<file path="config.mk">
export PLATFORM = sky130hd
export DESIGN_NAME = instr_fetch_ctrl_flat
export DESIGN_NICKNAME = d
export VERILOG_FILES = /design/src/rtl/instr_fetch_ctrl_pkg.sv /design/src/rtl/instr_fetch_ctrl_if.sv /design/src/rtl/instr_fetch_ctrl_fifo.sv /design/src/rtl/instr_fetch_ctrl.sv /design/src/flat_wrapper.sv
export SDC_FILE = /design/constraint.sdc
export NUM_CORES = 1
export LEC_CHECK = 0
export CELL_PAD_IN_SITES_DETAIL_PLACEMENT = 1
export CELL_PAD_IN_SITES_GLOBAL_PLACEMENT = 2
export CORE_MARGIN = 3
export CORE_UTILIZATION = 40
export DETAILED_ROUTE_END_ITERATION = 6
export GPL_TIMING_DRIVEN = 0
export MAX_ROUTING_LAYER = met4
export PLACE_DENSITY = 0.76
export REMOVE_ABC_BUFFERS = 1
export SYNTH_ARGS = -nofsm -noshare
export SYNTH_HDL_FRONTEND = slang
export SYNTH_SLANG_ARGS = --single-unit
</file>
<file path="constraint.sdc">
create_clock -name clk -period 2.6 [get_ports clk]
set_input_delay 0.52 -clock clk [delete_from_list [all_inputs] [get_ports clk]]
set_output_delay 0.52 -clock clk [all_outputs]
set_load 0.005 [all_outputs]
</file>
<file path="src/rtl/instr_fetch_ctrl_pkg.sv">
// Shared types and constants for the instruction fetch controller.
// Holds the FSM state encoding, the word size in bytes and the prefetch
// entry layout (byte address + instruction word) stored in the fetch FIFO.
package instr_fetch_pkg;

   localparam int FETCH_ADDR_W = 16;
   localparam int FETCH_DATA_W = 32;
   localparam int WORD_BYTES   = FETCH_DATA_W / 8;

   typedef enum logic {
      IDLE  = 1'b0,
      FETCH = 1'b1
   } fsm_t;

   typedef struct packed {
      logic [FETCH_ADDR_W-1:0] addr;
      logic [FETCH_DATA_W-1:0] rdata;
   } fetch_entry_t;

endpackage

</file>
<file path="src/rtl/instr_fetch_ctrl_if.sv">
// Bundles the instruction memory read port and the core-facing instruction stream.
// master: fetch controller side (drives mem_en_o/mem_addr_o and the instr_* stream).
// slave : memory + core side (drives mem_rdata_i and instr_ready_i).
interface instr_fetch_ctrl_if #(
   parameter int ADDR_WIDTH = 16,
   parameter int DATA_WIDTH = 32
);
   logic                  mem_en_o;
   logic [ADDR_WIDTH-1:0] mem_addr_o;
   logic [DATA_WIDTH-1:0] mem_rdata_i;

   logic                  instr_valid_o;
   logic                  instr_ready_i;
   logic [DATA_WIDTH-1:0] instr_rdata_o;
   logic [ADDR_WIDTH-1:0] instr_addr_o;

   modport master (
      output mem_en_o, mem_addr_o, instr_valid_o, instr_rdata_o, instr_addr_o,
      input  mem_rdata_i, instr_ready_i
   );

   modport slave (
      input  mem_en_o, mem_addr_o, instr_valid_o, instr_rdata_o, instr_addr_o,
      output mem_rdata_i, instr_ready_i
   );
endinterface

</file>
<file path="src/rtl/instr_fetch_ctrl_fifo.sv">
// Purpose : synchronous prefetch FIFO of fetch entries with flush; head is read from storage.
// Latency : a push is visible at the head the cycle after the push edge.
// Backpr. : pushes while full and pops while empty are ignored; flush has priority over both.
// Ports   : clk, rst_n, push/push_data, pop, flush in; head, count out.
module fetch_fifo
   import instr_fetch_pkg::*;
#(
   parameter  int DEPTH = 4,
   localparam int PW    = $clog2(DEPTH),
   localparam int CW    = PW + 1
) (
   input  logic          clk,
   input  logic          rst_n,
   input  logic          push,
   input  fetch_entry_t  push_data,
   input  logic          pop,
   input  logic          flush,
   output fetch_entry_t  head,
   output logic [CW-1:0] count
);

   localparam logic [CW-1:0] FULL_CNT = CW'(DEPTH);

   fetch_entry_t  mem [DEPTH];
   logic [PW-1:0] wr_ptr;
   logic [PW-1:0] rd_ptr;
   logic          do_push;
   logic          do_pop;

   assign do_push = push && (count != FULL_CNT);
   assign do_pop  = pop  && (count != '0);
   assign head    = mem[rd_ptr];

   always_ff @(posedge clk or negedge rst_n) begin
      if (!rst_n) begin
         wr_ptr <= '0;
         rd_ptr <= '0;
         count  <= '0;
         for (int i = 0; i < DEPTH; i++) begin
            mem[i] <= '0;
         end
      end else if (flush) begin
         wr_ptr <= '0;
         rd_ptr <= '0;
         count  <= '0;
      end else begin
         if (do_push) begin
            mem[wr_ptr] <= push_data;
            wr_ptr      <= wr_ptr + PW'(1);
         end
         if (do_pop) begin
            rd_ptr <= rd_ptr + PW'(1);
         end
         case ({do_push, do_pop})
            2'b10:   count <= count + CW'(1);
            2'b01:   count <= count - CW'(1);
            default: count <= count;
         endcase
      end
   end

endmodule

</file>
<file path="src/rtl/instr_fetch_ctrl.sv">
// Purpose : sequential instruction prefetcher for a 1-cycle-latency en/addr/rdata memory,
//           delivering words to the core over valid/ready, with branch redirect + flush.
// Latency : fetch_en sampled at edge 0 -> first read in cycle 1 -> instr_valid_o in cycle 3.
// Backpr. : reads issue only while FIFO count + in-flight read < FIFO_DEPTH, so a
//           returning word always has a slot; a pop in the same cycle is not credited.
// Ports   : clk, rst_n, fetch_en_i, branch_i, branch_addr_i, plus bus (master modport)
//           carrying mem_en_o/mem_addr_o/mem_rdata_i and instr_valid/ready/rdata/addr.
//           ADDR_WIDTH/DATA_WIDTH must match the package entry layout.
module instr_fetch_ctrl
   import instr_fetch_pkg::*;
#(
   parameter int                    ADDR_WIDTH = 16,
   parameter int                    DATA_WIDTH = 32,
   parameter int                    FIFO_DEPTH = 4,
   parameter logic [ADDR_WIDTH-1:0] BOOT_ADDR  = 16'h0000
) (
   input  logic                  clk,
   input  logic                  rst_n,
   input  logic                  fetch_en_i,
   input  logic                  branch_i,
   input  logic [ADDR_WIDTH-1:0] branch_addr_i,
   instr_fetch_ctrl_if.master    bus
);

   localparam int CW = $clog2(FIFO_DEPTH) + 1;
   localparam logic [ADDR_WIDTH-1:0] ADDR_STEP  = ADDR_WIDTH'(WORD_BYTES);
   localparam logic [ADDR_WIDTH-1:0] ALIGN_MASK = ~ADDR_WIDTH'(WORD_BYTES - 1);
   localparam logic [CW:0]           DEPTH_LIM  = (CW + 1)'(FIFO_DEPTH);

   fsm_t                  state;
   logic [ADDR_WIDTH-1:0] fetch_addr;
   logic [ADDR_WIDTH-1:0] req_addr;
   logic                  inflight;
   logic                  drop;
   logic [CW-1:0]         count;
   logic [CW:0]           occupancy;
   logic                  issue;
   logic                  push;
   logic                  pop;
   logic                  instr_valid;
   fetch_entry_t          push_entry;
   fetch_entry_t          head;

   // The outstanding read counts as occupied so its response can never overflow.
   assign occupancy = {1'b0, count} + {{CW{1'b0}}, inflight};
   assign issue     = (state == FETCH) && !branch_i && (occupancy < DEPTH_LIM);

   // A response arriving after a redirect belongs to the old stream and is discarded.
   assign push        = inflight && !drop;
   assign instr_valid = (count != '0);
   assign pop         = instr_valid && bus.instr_ready_i;

   always_comb begin
      push_entry       = '0;
      push_entry.addr  = req_addr;
      push_entry.rdata = bus.mem_rdata_i;
   end

   always_ff @(posedge clk or negedge rst_n) begin
      if (!rst_n) begin
         state      <= IDLE;
         fetch_addr <= BOOT_ADDR;
         req_addr   <= '0;
         inflight   <= 1'b0;
         drop       <= 1'b0;
      end else begin
         case (state)
            IDLE:    if (fetch_en_i)  state <= FETCH;
            FETCH:   if (!fetch_en_i) state <= IDLE;
            default: state <= IDLE;
         endcase

         if (branch_i) begin
            fetch_addr <= branch_addr_i & ALIGN_MASK;
            inflight   <= 1'b0;
            drop       <= inflight;
         end else begin
            drop <= 1'b0;
            if (issue) begin
               fetch_addr <= fetch_addr + ADDR_STEP;
               req_addr   <= fetch_addr;
               inflight   <= 1'b1;
            end else begin
               inflight   <= 1'b0;
            end
         end
      end
   end

   // Branch flushes the queue; flush outranks a same-cycle push or pop.
   fetch_fifo #(
      .DEPTH (FIFO_DEPTH)
   ) u_fifo (
      .clk       (clk),
      .rst_n     (rst_n),
      .push      (push),
      .push_data (push_entry),
      .pop       (pop),
      .flush     (branch_i),
      .head      (head),
      .count     (count)
   );

   assign bus.mem_en_o      = issue;
   assign bus.mem_addr_o    = fetch_addr;
   assign bus.instr_valid_o = instr_valid;
   assign bus.instr_rdata_o = head.rdata;
   assign bus.instr_addr_o  = head.addr;

endmodule

</file>
<file path="src/flat_wrapper.sv">
// flat-port wrapper written by rule: the top's interface ports become plain ports
module instr_fetch_ctrl_flat import instr_fetch_pkg::*;
#(
   parameter int                    ADDR_WIDTH = 16,
   parameter int                    DATA_WIDTH = 32,
   parameter int                    FIFO_DEPTH = 4,
   parameter logic [ADDR_WIDTH-1:0] BOOT_ADDR  = 16'h0000
)
  (clk, rst_n, fetch_en_i, branch_i, branch_addr_i, bus_mem_en_o, bus_mem_addr_o, bus_instr_valid_o, bus_instr_rdata_o, bus_instr_addr_o, bus_mem_rdata_i, bus_instr_ready_i);
  instr_fetch_ctrl_if #(.ADDR_WIDTH(ADDR_WIDTH), .DATA_WIDTH(DATA_WIDTH)) bus_i ();
  input  logic clk;
  input  logic rst_n;
  input  logic fetch_en_i;
  input  logic branch_i;
  input  logic [ADDR_WIDTH-1:0] branch_addr_i;
  output wire logic [$bits(bus_i.mem_en_o)-1:0] bus_mem_en_o;
  output wire logic [$bits(bus_i.mem_addr_o)-1:0] bus_mem_addr_o;
  output wire logic [$bits(bus_i.instr_valid_o)-1:0] bus_instr_valid_o;
  output wire logic [$bits(bus_i.instr_rdata_o)-1:0] bus_instr_rdata_o;
  output wire logic [$bits(bus_i.instr_addr_o)-1:0] bus_instr_addr_o;
  input wire logic [$bits(bus_i.mem_rdata_i)-1:0] bus_mem_rdata_i;
  input wire logic [$bits(bus_i.instr_ready_i)-1:0] bus_instr_ready_i;
  assign bus_mem_en_o = bus_i.mem_en_o;
  assign bus_mem_addr_o = bus_i.mem_addr_o;
  assign bus_instr_valid_o = bus_i.instr_valid_o;
  assign bus_instr_rdata_o = bus_i.instr_rdata_o;
  assign bus_instr_addr_o = bus_i.instr_addr_o;
  assign bus_i.mem_rdata_i = bus_mem_rdata_i;
  assign bus_i.instr_ready_i = bus_instr_ready_i;
  instr_fetch_ctrl #(.ADDR_WIDTH(ADDR_WIDTH), .DATA_WIDTH(DATA_WIDTH), .FIFO_DEPTH(FIFO_DEPTH), .BOOT_ADDR(BOOT_ADDR)) u_core (.clk(clk), .rst_n(rst_n), .fetch_en_i(fetch_en_i), .branch_i(branch_i), .branch_addr_i(branch_addr_i), .bus(bus_i));
endmodule
</file>
== After elaboration in Yosys (flattened, before gate mapping) ==
Index checks and enable logic that the tools add are counted.

* Bits in registers: 234
* Bits of input ports: 53
* Output and inout port bits: 66
* Word-level logic and storage cells: 66

* $add $sub $neg: 6
* Order comparisons: 4
* Eq/ne operators: 3
* Multiplexer cells: 18
* Bitwise logic cells: 3
* Reductions and logical operators: 16

{| class="wikitable"
|+ Operator list
! operator !! number
|-
| $bwmux W192 || 1
|-
| $mux W48 || 3
|-
| $bmux W48 S2 || 1
|-
| $demux W48 S2 || 1
|-
| $mux W16 || 2
|-
| $add A16 B3 Y16 const B || 1
|-
| $mux W2 || 4
|-
| $logic_and A1 B1 Y1 || 7
|-
| $ge A3 B3 Y1 const B || 2
|-
| $not A2 Y3 || 2
|-
| $pmux W3 S2 || 1
|-
| $reduce_bool A2 Y1 || 3
|-
| $reduce_bool A3 Y1 || 2
|-
| $add A2 B1 Y2 const B || 2
|-
| $add A3 B1 Y4 || 1
|-
| $lt A4 B3 Y1 const B || 1
|-
| $mux W1 || 4
|-
| $reduce_and A2 Y1 || 2
|-
| $add A3 B1 Y3 const B || 1
|-
| $lt A3 B1 Y1 const B || 1
|-
| $mux W3 || 1
|-
| $ne A3 B3 Y1 const B || 1
|-
| $sub A3 B1 Y3 const B || 1
|-
| $eq A2 B1 Y1 const B || 1
|-
| other kinds (3) || 4
|}

== Depth between registers and ports, before layout ==
* Word-level depth: 6
* Mapped depth: 7
* Gate-level depth less buffers: 6

== By module ==
A second synthesis with hierarchy kept.

* Cells, all modules: 690
* Area total of the unflattened synthesis: 10,612.7 um^2

{| class="wikitable"
|+ By module, submodules not included
! module !! times used !! cells an instance !! area an instance (um^2)
|-
| fetch_fifo || 1 || 526 || 9,110.0
|-
| instr_fetch_ctrl || 1 || 164 || 1,502.7
|}

== Worst setup path before layout ==
OpenSTA, ideal clock, no wires.

* Path kind: register -> output
* Start: register u_core.u_fifo.rd_ptr[0]
* End: output port bus_instr_addr_o[2]
* Arrival time: 1.471 ns
* Setup slack: 0.609 ns
* Stages on the path, launching flop included: 4
* Buffers on the path: 2
* Cells stage by stage: dfrtp_1 > buf_2 > buf_2 > mux4_2

* Cells in the longest elaborated chain, start to end: 4

{| class="wikitable"
|+ RTL lines
! element !! line !! text
|-
| from (decl) || instr_fetch_ctrl_fifo.sv:26 || <nowiki>logic [PW-1:0] rd_ptr;</nowiki>
|-
| from (signal assigned) || instr_fetch_ctrl_fifo.sv:52 || <nowiki>rd_ptr <= rd_ptr + PW'(1);</nowiki>
|-
| $not A2 Y3 (not written as such) || instr_fetch_ctrl_fifo.sv:32 || <nowiki>assign head = mem[rd_ptr];</nowiki>
|-
| $bmux W48 S2 || instr_fetch_ctrl_fifo.sv:32 ||
|-
| $mux W48 (not written as such) (2 in a row) || instr_fetch_ctrl_fifo.sv:32 ||
|-
| to (decl) || flat_wrapper.sv:20 || <nowiki>output wire logic [$bits(bus_i.instr_addr_o)-1:0] bus_instr_addr_o;</nowiki>
|}

Every way passes these cells. The select of a mux whose other input is x is not followed.

== Final worst setup path ==
* Start: register u_core.u_fifo.count[2]
* End: output port bus_mem_en_o

* Cells in the longest elaborated chain, start to end: 3

{| class="wikitable"
|+ RTL lines
! element !! line !! text
|-
| from (decl) || instr_fetch_ctrl_fifo.sv:19 || <nowiki>output logic [CW-1:0] count</nowiki>
|-
| from (signal assigned) || instr_fetch_ctrl_fifo.sv:55 || <nowiki>2'b10: count <= count + CW'(1);</nowiki>
|-
| from (signal assigned) || instr_fetch_ctrl_fifo.sv:56 || <nowiki>2'b01: count <= count - CW'(1);</nowiki>
|-
| from (signal assigned) || instr_fetch_ctrl_fifo.sv:57 || <nowiki>default: count <= count;</nowiki>
|-
| $add A3 B1 Y4 || instr_fetch_ctrl.sv:45 || <nowiki>assign occupancy = {1'b0, count} + {{CW{1'b0}}, inflight};</nowiki>
|-
| $lt A4 B3 Y1 || instr_fetch_ctrl.sv:46 || <nowiki>assign issue = (state == FETCH) && !branch_i && (occupancy < DEPTH_LIM);</nowiki>
|-
| $logic_and A1 B1 Y1 || instr_fetch_ctrl.sv:46 ||
|-
| to (decl) || flat_wrapper.sv:16 || <nowiki>output wire logic [$bits(bus_i.mem_en_o)-1:0] bus_mem_en_o;</nowiki>
|}

Every way passes these cells.

==> impl_metrics.prom <==
# TYPE chip_impl_metric gauge
chip_impl_metric{name="finalSetupViolations",unit=""} 0
chip_impl_metric{name="detail-route-antenna-nets",unit=""} 0
chip_impl_metric{name="p_leak",unit="nW"} 5.83
chip_impl_info{name="path_class_of_the_lowest_slack_min_delay_path",value="in2reg"} 1
chip_impl_metric{name="clk_path_buf_depth",unit=""} 3
chip_impl_metric{name="power.density_cell_area",unit="nW/um^2"} 1030
chip_impl_metric{name="cap_viol_max_count",unit=""} 0
chip_impl_metric{name="proportion_of_synthesized_flip_flops_having_asynchronous_set_or_reset",unit="%"} 100
chip_impl_metric{name="finClkSkew",unit="ps"} 6.97
chip_impl_metric{name="fp.dieH",unit="um"} 165
chip_impl_metric{name="vias_per_cell",unit=""} 5.34
chip_impl_metric{name="final_net_count",unit=""} 844
chip_impl_metric{name="drt_iter0_drc",unit=""} 214
chip_impl_metric{name="fp.dieW",unit="um"} 165
chip_impl_metric{name="placement.io_buffers",unit=""} 112
chip_impl_metric{name="finalMaxSlewViolations",unit=""} 0
chip_impl_metric{name="post-place-ws",unit="ps"} -1950
chip_impl_metric{name="cp.required",unit="ps"} 2080
chip_impl_metric{name="area_growth_syn_to_layout",unit="%"} 23.4
chip_impl_metric{name="wire_per_inst",unit="um"} 21.3
chip_impl_metric{name="detailedRoute.firstPassIterationCount",unit=""} 4
chip_impl_metric{name="groute.layer.met3.usage",unit="%"} 3.19
chip_impl_info{name="synth_area_leaders",value="dfrtp_1, mux2_2, mux4_2, mux2_4, nand2_1"} 1
chip_impl_metric{name="globalplace.congestion",unit=""} 0.747
chip_impl_metric{name="syn_area",unit="um^2"} 10100
chip_impl_metric{name="ys_seq_area_share",unit="%"} 55.2
chip_impl_metric{name="register_area",unit="um^2"} 5570
chip_impl_metric{name="synth_top_area_share",unit="%"} 55.2
chip_impl_metric{name="globalRouteMet2Util",unit="%"} 31.2
chip_impl_metric{name="worst_slack",unit="ps"} 30.1
chip_impl_metric{name="fillers",unit=""} 2408
chip_impl_metric{name="dp_hpwl",unit="um"} 14300
chip_impl_metric{name="min_period_over_period",unit="%"} 98.8
chip_impl_metric{name="num_rows",unit=""} 57
chip_impl_metric{name="ys_ff_latch",unit=""} 222
chip_impl_metric{name="drt_wirelength",unit="um"} 24000
chip_impl_metric{name="vias_in_the_first_global_route",unit=""} 6958
chip_impl_metric{name="maximum_number_of_pins_on_one_net_before_global_route_repair",unit=""} 98
chip_impl_metric{name="worst-path-max-fanout",unit=""} 14
chip_impl_metric{name="holdWs",unit="ps"} 461
chip_impl_metric{name="max_slew.worst_pin.slew",unit="ps"} 873
chip_impl_metric{name="total_core_area",unit="um^2"} 24500
chip_impl_metric{name="synth-edff-count",unit=""} 0
chip_impl_metric{name="initial_utilization",unit="%"} 41.0
chip_impl_metric{name="grt-ovfl-total",unit=""} 0
chip_impl_metric{name="final-hold-violation-count",unit=""} 0
chip_impl_info{name="timing.critical_path.max_delay_family",value="buffers and inverters"} 1
chip_impl_metric{name="area_occupied_by_multi_input_gates",unit="um^2"} 4240
chip_impl_metric{name="groute.layer.met1.usage",unit="%"} 23.6
chip_impl_metric{name="synthDistinctLibCells",unit=""} 55
chip_impl_metric{name="antenna_found_initial",unit=""} 1
chip_impl_metric{name="slew-limit-headroom",unit="%"} 41.8
chip_impl_info{name="setup.worst_path.start_class",value="register"} 1
chip_impl_metric{name="clock_insertion_delay_worst_skew",unit="ps"} 510
chip_impl_metric{name="cts_buffers",unit=""} 25
chip_impl_metric{name="post-layout-total-power",unit="W"} 0.0128
chip_impl_metric{name="crit_path_max_incr_delay",unit="ps"} 510
chip_impl_info{name="yosys.cell_count.top_type",value="dfrtp_1"} 1
chip_impl_metric{name="timing.critical_path.arrival",unit="ps"} 2050
chip_impl_metric{name="via_count",unit=""} 6013
chip_impl_metric{name="cts_sinks",unit=""} 222
chip_impl_info{name="outcome",value="finished clean"} 1
chip_impl_metric{name="path_clk_slew",unit="ps"} 60
chip_impl_info{name="globalRoute.busiestLayer",value="met2"} 1
chip_impl_metric{name="rrSetupSlack",unit="ps"} 270
chip_impl_metric{name="post_route_cells_drive_above_1_share",unit="%"} 42.4
chip_impl_metric{name="die_area",unit="um^2"} 27100
chip_impl_info{name="endpoint_kind",value="output pin"} 1
chip_impl_info{name="cts-root-buf",value="clkbuf_16"} 1
chip_impl_metric{name="fin_crit",unit="ps"} 2570
chip_impl_info{name="slowest_stage",value="clkdlybuf4s50_1"} 1
chip_impl_metric{name="drc_violations",unit=""} 0
chip_impl_info{name="netlist.top_cell.by_area",value="dfrtp_1"} 1
chip_impl_metric{name="global_route.usage.total",unit="%"} 18.4
chip_impl_metric{name="synthCells",unit=""} 656
chip_impl_info{name="yosys_most_used_dff",value="dfrtp_1"} 1
chip_impl_info{name="path_class",value="reg2out"} 1
chip_impl_metric{name="yosysWarnings",unit=""} 0
chip_impl_info{name="cts_tree",value="done"} 1
chip_impl_metric{name="io_pins",unit=""} 119
chip_impl_metric{name="timing.critical_path.buf_inv",unit=""} 2
chip_impl_metric{name="cts_htree_levels",unit=""} 1
chip_impl_info{name="crit_path_cell_trace",value="nor2_4 -> nand3_4 -> inv_12 -> clkdlybuf4s50_1"} 1
chip_impl_metric{name="grt_first_pass_wirelength",unit="um"} 38200
chip_impl_info{name="synth_commonest_cells",value="dfrtp_1, mux2_2, nand2_1, mux4_2, mux2_4"} 1
chip_impl_metric{name="max_clock_freq",unit="MHz"} 389
chip_impl_info{name="rsz_0062_raised_after_global_routing",value="yes"} 1
chip_impl_metric{name="vdd.ir_drop.worst",unit="V"} 0.000425
chip_impl_metric{name="syn-mean-instance-area",unit="um^2"} 15.3
-- flip-flops by register name, summed over array words and instances, names as in the netlist --
name and flops:
u_core.req_addr 14, u_core.state 1, u_core.u_fifo.rd_ptr 2, u_core.u_fifo.count 3
u_core.drop 1, u_core.bus.mem_addr_o 14, u_core.u_fifo.wr_ptr 2, u_core.inflight 1
u_core.u_fifo.mem 184
-- logic make-up (layout without fill, tap and decap cells) --
logic type | Yosys count | after routing | synth area share, %
buf+inv | 48 | 190 | 3.20
simple gates | 108 | 109 | 5.63
mux | 235 | 235 | 32.4
fa+ha+maj | 6 | 6 | 0.821
xor+xnor | 4 | 4 | 0.348
flops | 222 | 222 | 55.2
compound gates | 32 | 32 | 2.31
other cells | 1 | 5 | 0.0373
-- power breakdown --
| group | switching (W) | leakage, nW | internal [W] |
|---|---|---|---|
| Clock | 0.00138 | 0.407 | 0.00212 |
| Sequential | 0.000679 | 2.91 | 0.00442 |
| Combinational | 0.00158 | 2.51 | 0.00261 |
| Total | 0.00364 | 5.83 | 0.00915 |
-- metal layers --
metal  wire [um]  vias up
met3         906       36
met4         422        0
met1       10700     3176
met5           0        -
met2       12000      123
li1            -     2678
-- worst reg2reg max path: cells and delay by family, from the launching register on --
| family | cells | cell delay [ps] |
|---|---|---|
| AND/OR/NAND/NOR | 3 | 1190 |
| multiplexers | 1 | 540 |
| flip-flops | 1 | 480 |
-- layout by cell type, fill, tap and decap left out, types with 9 or more instances in the layout --
cell type	n
clkdlybuf4s50_1	64
mux4_2	46
buf_2	15
clkbuf_16	25
mux2_4	28
dfrtp_1	218
mux2_2	156
dlygate4sd2_1	16
buf_4	10
nand2_1	54
clkbuf_8	9
-- per-stage QoR --
step                cell area [um^2]  setup TNS (ps)  cells  utilization [%]
global route                   12400           -60.7   1127             50.6
global placement               11300        -2037210   1055             46.1
floorplan                       9780          -23650    619                -
CTS                            12500            -285   1124             50.8
detailed placement             11400         -223040   1059             46.5
finish                         12400               0   1127             50.6
-- what timing repair did --
action,4_1_cts,5_1_grt
setup buffers,17,3
endpoints found under the setup margin,257,34
endpoints found under the hold margin,36,0
hold buffers,1,0
gates cloned,3,1
pin swaps,1,1
gates resized for setup,119,28
-- layout make-up --
cell class	instances	area share [%]
antenna	1	0.0201
clock buffer	37	6.13
clock inverter	7	0.584
inverter	8	0.343
multi-input combinational	390	34.1
sequential	222	44.8
tap	324	3.26
timing repair buffer	137	10.7
timing repair inverter	1	0.0705
-- path summary, 6_finish.rpt --
path	start	endpoint	cells past startpoint
min in group asynchronous	rst_n	u_core.u_fifo.mem[152]	2
worst min register to register	u_core.u_fifo.mem[14]	u_core.u_fifo.mem[14]	1
worst max register to register	u_core.u_fifo.count[2]	u_core.u_fifo.mem[122]	4
worst min-delay path	fetch_en_i	u_core.state	1
max in group asynchronous	rst_n	u_core.u_fifo.mem[140]	4
worst max-delay path	u_core.u_fifo.count[2]	bus_mem_en_o	4
Note: power is estimated with default switching activity, not from simulation.
